`src/rtl/regfile_writeback_queue_pkg.sv`:
```
// Shared definitions for the register-file writeback path: default widths,
// the hardwired-zero register index and the packed writeback entry.
package regfile_writeback_queue_pkg;

  localparam int DATA_W_DEF = 64;
  localparam int ADDR_W_DEF = 5;

  localparam logic [ADDR_W_DEF-1:0] REG_ZERO = 5'd0;

  typedef struct packed {
    logic [ADDR_W_DEF-1:0] rd;
    logic [DATA_W_DEF-1:0] data;
  } wb_entry_t;

endpackage

```
`src/rtl/regfile_writeback_queue_match.sv`:
```
// Youngest-match selector over the pending writeback entries: reports whether
// a query register is pending and returns the newest data queued for it.
module wbq_match
  import regfile_writeback_queue_pkg::*;
#(
  parameter int DATA_W = DATA_W_DEF,
  parameter int ADDR_W = ADDR_W_DEF,
  parameter int DEPTH  = 4
) (
  input  logic [DEPTH-1:0][ADDR_W-1:0] i_rd,
  input  logic [DEPTH-1:0][DATA_W-1:0] i_data,
  input  logic [$clog2(DEPTH)-1:0]     i_head,
  input  logic [$clog2(DEPTH):0]       i_count,
  input  logic [ADDR_W-1:0]            i_query,
  output logic                         o_hit,
  output logic [DATA_W-1:0]            o_data
);

  localparam int PTR_W = $clog2(DEPTH);
  localparam int CNT_W = PTR_W + 1;

  // Slot gi is the gi-th oldest pending entry; it only counts while gi < count.
  logic [DEPTH-1:0][PTR_W-1:0] w_idx;
  logic [DEPTH-1:0]            w_match;

  for (genvar gi = 0; gi < DEPTH; gi++) begin : g_slot
    assign w_idx[gi]   = i_head + PTR_W'(gi);
    assign w_match[gi] = (CNT_W'(gi) < i_count) && (i_rd[w_idx[gi]] == i_query);
  end

  // NOTE: combinational blocks use blocking '=' and assign every output a
  // default first, so no latch is inferred; later (younger) matches win.
  always_comb begin
    o_hit  = 1'b0;
    o_data = '0;
    for (int i = 0; i < DEPTH; i++) begin
      if (w_match[i] && (i_query != ADDR_W'(REG_ZERO))) begin
        o_hit  = 1'b1;
        o_data = i_data[w_idx[i]];
      end
    end
  end

endmodule

```
`src/rtl/regfile_writeback_queue.sv`:
```
// In-order writeback queue feeding the register file write port, with a
// two-port lookup that forwards the newest still-pending value per register.
module regfile_writeback_queue
  import regfile_writeback_queue_pkg::*;
#(
  parameter int DATA_W = DATA_W_DEF,
  parameter int ADDR_W = ADDR_W_DEF,
  parameter int DEPTH  = 4
) (
  input  logic                     clk,
  input  logic                     reset,
  input  logic                     wb_valid,
  output logic                     wb_ready,
  input  logic [ADDR_W-1:0]        wb_rd,
  input  logic [DATA_W-1:0]        wb_data,
  input  logic                     rf_ready,
  output logic [ADDR_W-1:0]        rd,
  output logic [DATA_W-1:0]        WriteData,
  output logic                     RegWrite,
  input  logic [ADDR_W-1:0]        q_rs1,
  input  logic [ADDR_W-1:0]        q_rs2,
  output logic                     hit1,
  output logic                     hit2,
  output logic [DATA_W-1:0]        fwd1,
  output logic [DATA_W-1:0]        fwd2,
  output logic [$clog2(DEPTH):0]   count
);

  localparam int PTR_W = $clog2(DEPTH);
  localparam int CNT_W = PTR_W + 1;

  logic [DEPTH-1:0][ADDR_W-1:0] r_rd_mem;
  logic [DEPTH-1:0][DATA_W-1:0] r_data_mem;
  logic [PTR_W-1:0]             r_head;
  logic [PTR_W-1:0]             r_tail;
  logic [CNT_W-1:0]             r_count;

  logic w_nonempty;
  logic w_accept;
  logic w_enq;
  logic w_deq;

  // Ready looks only at registered occupancy, so a full queue stalls one
  // cycle even while it drains; this keeps wb_ready off the rf_ready path.
  assign w_nonempty = (r_count != '0);
  assign wb_ready   = (r_count != CNT_W'(DEPTH));
  assign w_accept   = wb_valid && wb_ready;
  assign w_enq      = w_accept && (wb_rd != ADDR_W'(REG_ZERO));
  assign w_deq      = w_nonempty && rf_ready;

  assign RegWrite  = w_deq;
  assign rd        = w_nonempty ? r_rd_mem[r_head]   : '0;
  assign WriteData = w_nonempty ? r_data_mem[r_head] : '0;
  assign count     = r_count;

  // NOTE: sequential state uses non-blocking '<=' so every register samples
  // pre-edge values regardless of statement order.
  always_ff @(posedge clk or negedge reset) begin
    if (!reset) begin
      r_head  <= '0;
      r_tail  <= '0;
      r_count <= '0;
    end else begin
      if (w_enq) r_tail <= r_tail + PTR_W'(1);
      if (w_deq) r_head <= r_head + PTR_W'(1);
      case ({w_enq, w_deq})
        2'b10:   r_count <= r_count + CNT_W'(1);
        2'b01:   r_count <= r_count - CNT_W'(1);
        default: r_count <= r_count;
      endcase
    end
  end

  // NOTE: the entry array has no reset; count gates every read, so stale
  // contents are never observable and the storage can map to plain flops/RAM.
  always_ff @(posedge clk) begin
    if (w_enq) begin
      r_rd_mem[r_tail]   <= wb_rd;
      r_data_mem[r_tail] <= wb_data;
    end
  end

  wbq_match #(
    .DATA_W (DATA_W),
    .ADDR_W (ADDR_W),
    .DEPTH  (DEPTH)
  ) u_match1 (
    .i_rd    (r_rd_mem),
    .i_data  (r_data_mem),
    .i_head  (r_head),
    .i_count (r_count),
    .i_query (q_rs1),
    .o_hit   (hit1),
    .o_data  (fwd1)
  );

  wbq_match #(
    .DATA_W (DATA_W),
    .ADDR_W (ADDR_W),
    .DEPTH  (DEPTH)
  ) u_match2 (
    .i_rd    (r_rd_mem),
    .i_data  (r_data_mem),
    .i_head  (r_head),
    .i_count (r_count),
    .i_query (q_rs2),
    .o_hit   (hit2),
    .o_data  (fwd2)
  );

endmodule

```
`config.mk`:
```
export PLATFORM = sky130hd
export DESIGN_NAME = regfile_writeback_queue
export DESIGN_NICKNAME = d
export VERILOG_FILES = /design/src/rtl/regfile_writeback_queue_pkg.sv /design/src/rtl/regfile_writeback_queue_match.sv /design/src/rtl/regfile_writeback_queue.sv
export SDC_FILE = /design/constraint.sdc
export NUM_CORES = 1
export LEC_CHECK = 0
export BUFFER_PORTS_ARGS = -buffer_cell sky130_fd_sc_hd__buf_4
export CAP_MARGIN = 25
export CORE_MARGIN = 2
export CORE_UTILIZATION = 25
export CTS_BUF_LIST = sky130_fd_sc_hd__clkbuf_16
export DETAILED_ROUTE_END_ITERATION = 12
export PLACE_DENSITY = 0.52
export SYNTH_ARGS = -nofsm -noshare
export SYNTH_HDL_FRONTEND = slang
export SYNTH_SLANG_ARGS = --single-unit
```
`constraint.sdc`:
```
create_clock -name clk -period 10.3 [get_ports clk]
set_input_delay 2.06 -clock clk [delete_from_list [all_inputs] [get_ports clk]]
set_output_delay 2.06 -clock clk [all_outputs]
set_load 0.05 [all_outputs]
```
==> results.py, run 1 <==
metrics = {
    "yosys": {
        "synth_area_leaders": "edfxtp_1 (42%), mux2i_1 (15%), mux2_2 (8.2%)",
        "ys.flop_type": "edfxtp_1",
        "netlist_area_um2": 19600,
        "ys_seq_area_share_pct": 43.2,
        "avgSynthCellArea_um2": 11.3,
        "synth-seq-cells": 283,
        "yosysMostFrequentCell": "mux2i_1",
        "synth.net_count": 1823,
        "synth_top_area_share_pct": 42.3,
        "synth_edf_count": 276,
        "synth_top_area_cell": "edfxtp_1",
        "synthArstFlopShare_pct": 2.47,
        "synth_cells": 1731,
        "netlist_top_cells_count": "mux2i_1 (290), edfxtp_1 (276), nor2_1 (143)",
        "yosysWarnings": 0,
        "synthDistinctLibCells": 53,
    },
    "setup_path": {
        "cp_slowest_cell": "o211ai_4",
        "path_max_fanout": 44,
        "reg2regPathDepth": 9,
        "crit_type": "in2out",
        "path_cells": "buf_4 -> nor3_1 -> nand2_1 -> o211ai_1 -> nor2_1 -> o211ai_4 -> buf_4 -> o221ai_1 -> buf_4",
        "reg2reg_from": "count[1]$_DFFE_PN0P_",
        "crit_path_max_incr_delay_ns": 0.75,
        "crit_path_frequent_cell": "buf_4",
        "critical_path.endpoint_type": "output pin",
        "r2r-end": "count[2]$_DFFE_PN0P_",
        "required_ns": 8.24,
        "reg2reg_slack_ns": 6.80,
        "critPathArrivalTime_ns": 4.97,
        "start_kind": "primary input",
    },
    "placement": {
        "portBuffers": 286,
        "place_inst": 2919,
        "gp_congestion": 0.823,
        "placed_area_um2": 22600,
        "hpwlAfterDp_mm": 42.3,
    },
    "power": {
        "p_per_area_nw_per_um2": 374,
        "ir_drop_mv": 0.237,
        "p_leak_nw": 9.13,
        "power_mw": 8.84,
    },
    "sta": {
        "fin_setup_tns_ns": 0,
        "setup_viol": 0,
        "drv_slew": 0,
        "post-route-period-util_pct": 68.2,
        "relSlewSlack_pct": 26.4,
        "finalHoldViolCount": 0,
        "final.min_clock_period_ns": 7.03,
        "skew_ns": 0.0183,
        "rsz0062_at_grt": "false",
        "fmax_mhz": 142,
        "worst_slew_pin_slew_ns": 1.10,
    },
    "global_routing": {
        "gr-total-overflow": 0,
        "grt_max_degree": 123,
        "first_global_vias": 15861,
        "grt_pass1_wl_mm": 97.5,
        "grt.total_usage_pct": 15.6,
        "antenna_found_initial": 3,
    },
    "clocking": {
        "postCtsSetupRepairBufs": 0,
        "cts_tree": "yes",
        "clk_pin_slew_ns": 0.06,
        "hold_buffers": 0,
        "htreeDepth": 2,
        "clock_latency_ns": 0.54,
        "numClockSinks": 283,
        "cts-root-buf": "clkbuf_16",
        "clk_path_buf_depth": 3,
        "post_cts_resized": 0,
        "cts_made_buffers": 36,
    },
    "min_path": {
        "hold_depth": 2,
        "hp-start": "r_tail[0]$_DFFE_PN0P_",
        "min_to": "r_tail[0]$_DFFE_PN0P_",
        "hp-class": "reg2reg",
    },
    "route": {
        "via_per_inst": 5.21,
        "wl_per_cell_um": 22.1,
        "via_count": 15514,
        "drc": 0,
        "drtIter0Drc": 911,
        "wirelength_mm": 65.9,
        "ant_nets": 0,
        "drt-pass1-iter-count": 5,
    },
    "layout": {
        "nNetsFinal": 2009,
        "regArea_um2": 8470,
        "drive_above_1_share_pct": 32.1,
        "syn_to_final_growth_pct": 20.6,
        "instances_no_fill": 2980,
        "multi_input_area_um2": 10400,
        "fill_cells": 7947,
        "design_area_um2": 23700,
    },
    "floorplanning": {
        "fp.dieH_um": 284,
        "die_area_um2": 80700,
        "start_util_pct": 25.3,
        "die_w_um": 284,
        "pin_count": 287,
        "core_area_um2": 77600,
        "row_count": 102,
    },
    "run_status": {
        "status": "complete, no violations",
    },
    "job": {
        "drv_cap": 0,
    },
}
## cell usage in the layout, fill, tap and decap left out, drive strengths merged, types with 58 or more instances in the layout
| cell type | n |
|---|---|
| buf | 315 |
| mux2i | 290 |
| edfxtp | 276 |
| mux2 | 149 |
| nor2 | 144 |
| a21oi | 121 |
| o21ai | 69 |
| o221ai | 61 |
| nor2b | 59 |
| nand3 | 58 |
## layout make-up
cell class                 instances  area share (%)
sequential                       283            35.8
tap                             1040            5.50
clock buffer                      37            3.91
clock inverter                    23           0.555
timing repair buffer             315            10.1
multi-input combinational       1269            43.9
inverter                          12           0.222
antenna                            1          0.0106
## flip-flops by register name, indices dropped and copies added, names as in the netlist
| signal | flops |
|---|---|
| r_rd_mem | 20 |
| r_tail | 2 |
| count | 3 |
| r_head | 2 |
| r_data_mem | 256 |
## cell families (layout without fill, tap and decap cells)
logic type,Yosys count,in the layout,synth area share [%]
fa+ha+maj,9,9,0.574
flops,283,283,43.2
other cells,0,1,0
simple gates,348,348,8.32
buf+inv,179,387,4.14
mux,459,459,25.9
compound gates,407,407,15.8
xor+xnor,46,46,2.13
## worst max-delay path by stage
stage	start	endpoint	slack [ns]	depth (start not counted)
after CTS	q_rs2[0]	fwd2[36]	3.22	9
after global routing	q_rs2[0]	fwd2[36]	3.09	9
after global placement	q_rs2[0]	fwd2[36]	3.21	9
final	q_rs2[0]	fwd2[36]	3.27	9
after detailed placement	q_rs2[0]	fwd2[36]	3.23	9
after floorplan	q_rs1[2]	fwd1[63]	3.77	9
## metal layers
metal  track usage, %  wire, um  vias to the layer above
li1                 -         -                     7109
met1             19.2     28500                     7774
met2             27.1     31900                      506
met3             2.79      3420                      121
met4             5.57      2010                        4
met5                0        27                        -
## worst max-delay path, delay by kind of cell
kind            cells  cell delay, ns
buf+inv             3            1.12
simple gates        3            0.51
compound gates      3            1.22
## through the flow
stage / util (%) / hold slack, ns / setup WS (ns)
5_1_grt: 30.5 / 0.675 / 3.09
2_1_floorplan: - / 0.580 / 3.77
3_3_place_gp: 29.1 / 0.606 / 3.21
4_1_cts: 30.5 / 0.650 / 3.22
3_5_place_dp: 29.1 / 0.641 / 3.23
6_report: 30.5 / 0.647 / 3.27
## power by group
| part | total (mW) | switching (mW) | internal [mW] |
|---|---|---|---|
| registers | 1.69 | 0.165 | 1.52 |
| logic | 6.00 | 4.01 | 1.99 |
| clock network | 1.15 | 0.481 | 0.671 |
| total | 8.84 | 4.66 | 4.18 |
Power figures use the tool's default switching activity.
==> inputs of run 2 (changes only) <==
ABC_AREA = 1   (was not set)
PLACE_DENSITY = 0.53   (was 0.52)
clock period = 6.3 ns   (was 10.3 ns; I/O delays follow)
==> run 2 against run 1 <==
Effect of this change:
- sequential cell count stayed put
- synthesized cell count is 85% higher
- cell area is 12% higher
- first-iteration DRC count is 66% higher
- non-clock buffer count is 11 higher
- utilization is 0.42 points lower
- hold slack worse by 0.12 ns
- synthesized area is 13% higher
- count of clock-buffer cells in the layout is 2 higher
- critical path depth is 5 higher
==> results.py, run 2 <==
metrics = {
    "run_status": {
        "status": "complete, no violations",
    },
    "setup_path": {
        "critical_path.endpoint_type": "output pin",
        "critPathArrivalTime_ns": 4.27,
        "crit_start": "r_head[0]$_DFFE_PN0P_",
        "path_max_fanout": 159,
        "required_ns": 5.04,
        "start_kind": "register",
        "crit_type": "reg2out",
        "reg2reg_from": "count[0]$_DFFE_PN0P_",
    },
    "global_routing": {
        "met1_usage_pct": 21.2,
        "grt.met3_usage_pct": 2.87,
        "gr-max-usage-layer": "met2",
        "grt_pass1_wl_mm": 117,
        "antenna_found_initial": 5,
        "first_global_vias": 19556,
        "gr-total-overflow": 0,
        "grt.total_usage_pct": 16.7,
        "grt_max_degree": 217,
        "grtUsageMet2_pct": 28.7,
    },
    "layout": {
        "multi_input_area_um2": 11600,
        "layout_common_cells": "nand2_1 (952), nor2_1 (551), buf_4 (312)",
        "largest_reg_flops": 256,
        "nNetsFinal": 3431,
        "final_core_util_pct": 30.1,
        "regArea_um2": 8470,
        "design_area_um2": 26500,
        "regMostFlops": "r_data_mem",
        "final_common_cell": "nand2_1",
        "syn_to_final_growth_pct": 19.3,
        "fill_cells": 9529,
        "drive_above_1_share_pct": 14.0,
    },
    "yosys": {
        "synth_cells": 3195,
        "avgSynthCellArea_um2": 6.96,
        "ys_seq_area_share_pct": 38.1,
        "synth_top_area_share_pct": 37.3,
        "synthDistinctLibCells": 32,
        "synth-seq-cells": 283,
        "synth.net_count": 3287,
        "synth_top_area_cell": "edfxtp_1",
        "ys.flop_type": "edfxtp_1",
        "yosysMostFrequentCell": "nand2_1",
        "netlist_area_um2": 22200,
        "yosysWarnings": 0,
        "netlist_top_cells_count": "nand2_1 (953), nor2_1 (558), inv_1 (299)",
        "synth_edf_count": 276,
        "synthArstFlopShare_pct": 2.47,
        "synth_area_leaders": "edfxtp_1 (37%), nand2_1 (16%), nor2_1 (9.4%)",
    },
    "route": {
        "wirelength_mm": 78.7,
        "drtIter0Drc": 1513,
        "drt-pass1-iter-count": 6,
        "wl_per_cell_um": 17.4,
        "ant_nets": 0,
        "drc": 0,
        "via_per_inst": 4.62,
        "via_count": 20933,
    },
    "floorplanning": {
        "pin_count": 287,
        "core_area_um2": 88200,
        "die_area_um2": 91300,
        "row_count": 109,
        "die_w_um": 302,
        "start_util_pct": 25.2,
        "fp.dieH_um": 302,
    },
    "sta": {
        "setup_viol": 0,
        "worst_slew_pin_slew_ns": 1.15,
        "finalHoldViolCount": 0,
        "drv_slew": 0,
        "hold_ws_ns": 0.530,
        "fin_setup_tns_ns": 0,
        "rsz0062_at_grt": "false",
        "skew_ns": 0.0255,
        "relSlewSlack_pct": 23.6,
        "post-route-period-util_pct": 87.8,
        "final.min_clock_period_ns": 5.53,
        "fmax_mhz": 181,
    },
    "clocking": {
        "clk_pin_slew_ns": 0.05,
        "hold_buffers": 0,
        "postCtsSetupRepairBufs": 0,
        "cts-root-buf": "clkbuf_16",
        "post_cts_resized": 0,
        "cts_tree": "yes",
        "clk_path_buf_depth": 3,
        "numClockSinks": 283,
        "htreeDepth": 2,
        "cts_made_buffers": 38,
        "clock_latency_ns": 0.55,
    },
    "placement": {
        "hpwlAfterDp_mm": 50.6,
        "placed_area_um2": 25300,
        "gp_congestion": 0.893,
        "portBuffers": 286,
    },
    "job": {
        "drv_cap": 0,
    },
    "min_path": {
        "hp-class": "in2async",
    },
}
[run 2: changes by cell type after synthesis, sizes merged, moves of 59 or more]
cell	previous run	this run
nand2	45	954
nor2	144	560
mux2	149	0
a21oi	121	2
inv	12	304
or2	5	64
mux2i	290	192
nand3	58	190
o21a	1	64
o221ai	61	0
buf	76	176
nor2b	59	0
o21ai	69	268
[run 2: logic make-up (layout without fill, tap and decap cells)]
logic type                 count (synthesis)  count (layout)  synth area share (%)
and+or+nand+nor                         1835            1835                  33.6
buffers and inverters                    527             697                  10.3
AOI/OAI and AO/OA                        338             338                  8.44
DFF                                      283             283                  38.1
muxes                                    192             192                  8.65
xor gates and xnor gates                  11              11                 0.433
adders and majority gates                  9               9                 0.507
other                                      0               2                     0
[run 2: path summary, 6_finish.rpt]
| path | endpoint | slack, ns | depth (start not counted) |
|---|---|---|---|
| setup / recovery | fwd1[59] | 0.77 | 14 |
| hold / removal | r_head[1]$_DFFE_PN0P_ | 0.53 | 1 |
| setup reg to reg | r_data_mem[126]$_DFFE_PP_ | 3.34 | 8 |
| hold reg to reg | count[1]$_DFFE_PN0P_ | 0.55 | 2 |
| max in group asynchronous | r_head[0]$_DFFE_PN0P_ | 5.64 | 1 |
| min in group clk | count[1]$_DFFE_PN0P_ | 0.55 | 2 |
[run 2: cell type report]
| type | count | share of cell area (%) |
|---|---|---|
| sequential | 283 | 31.9 |
| timing repair buffer | 326 | 9.88 |
| tap | 1165 | 5.49 |
| multi-input combinational | 2385 | 43.7 |
| clock buffer | 39 | 3.68 |
| antenna | 2 | 0.0189 |
| clock inverter | 27 | 0.915 |
| inverter | 305 | 4.37 |
[run 2: per-layer routing]
metal  vias to the layer above  routed length [um]
met5                         -                  37
met4                         6                2440
met3                       122                4820
met2                       593               37100
met1                      9656               34300
li1                      10556                   -
[run 2: metrics by stage]
step           instances  setup WS (ns)
2_1_floorplan       3195           1.08
3_3_place_gp        4463           1.33
3_5_place_dp        4464           1.30
4_1_cts             4530          0.656
5_1_grt             4531          0.415
6_report            4532          0.770
[run 2: worst max-delay path, cell delays in order, from the launching register on]
cell     delay (ns)
dfrtp_4        0.53
buf_12         0.56
nand2_1        0.21
nand3_1        0.15
nand2_1        0.10
xor2_1         0.15
nor2_1         0.26
nand2_1        0.15
nor2_4         0.69
buf_4          0.36
nor2_1         0.08
nand2_1        0.06
nand2_1        0.05
nand2_1        0.05
buf_4          0.22
Power of run 2 is not shown: default switching activity piles up to over one toggle a cycle in this logic, so the estimate is an artifact.
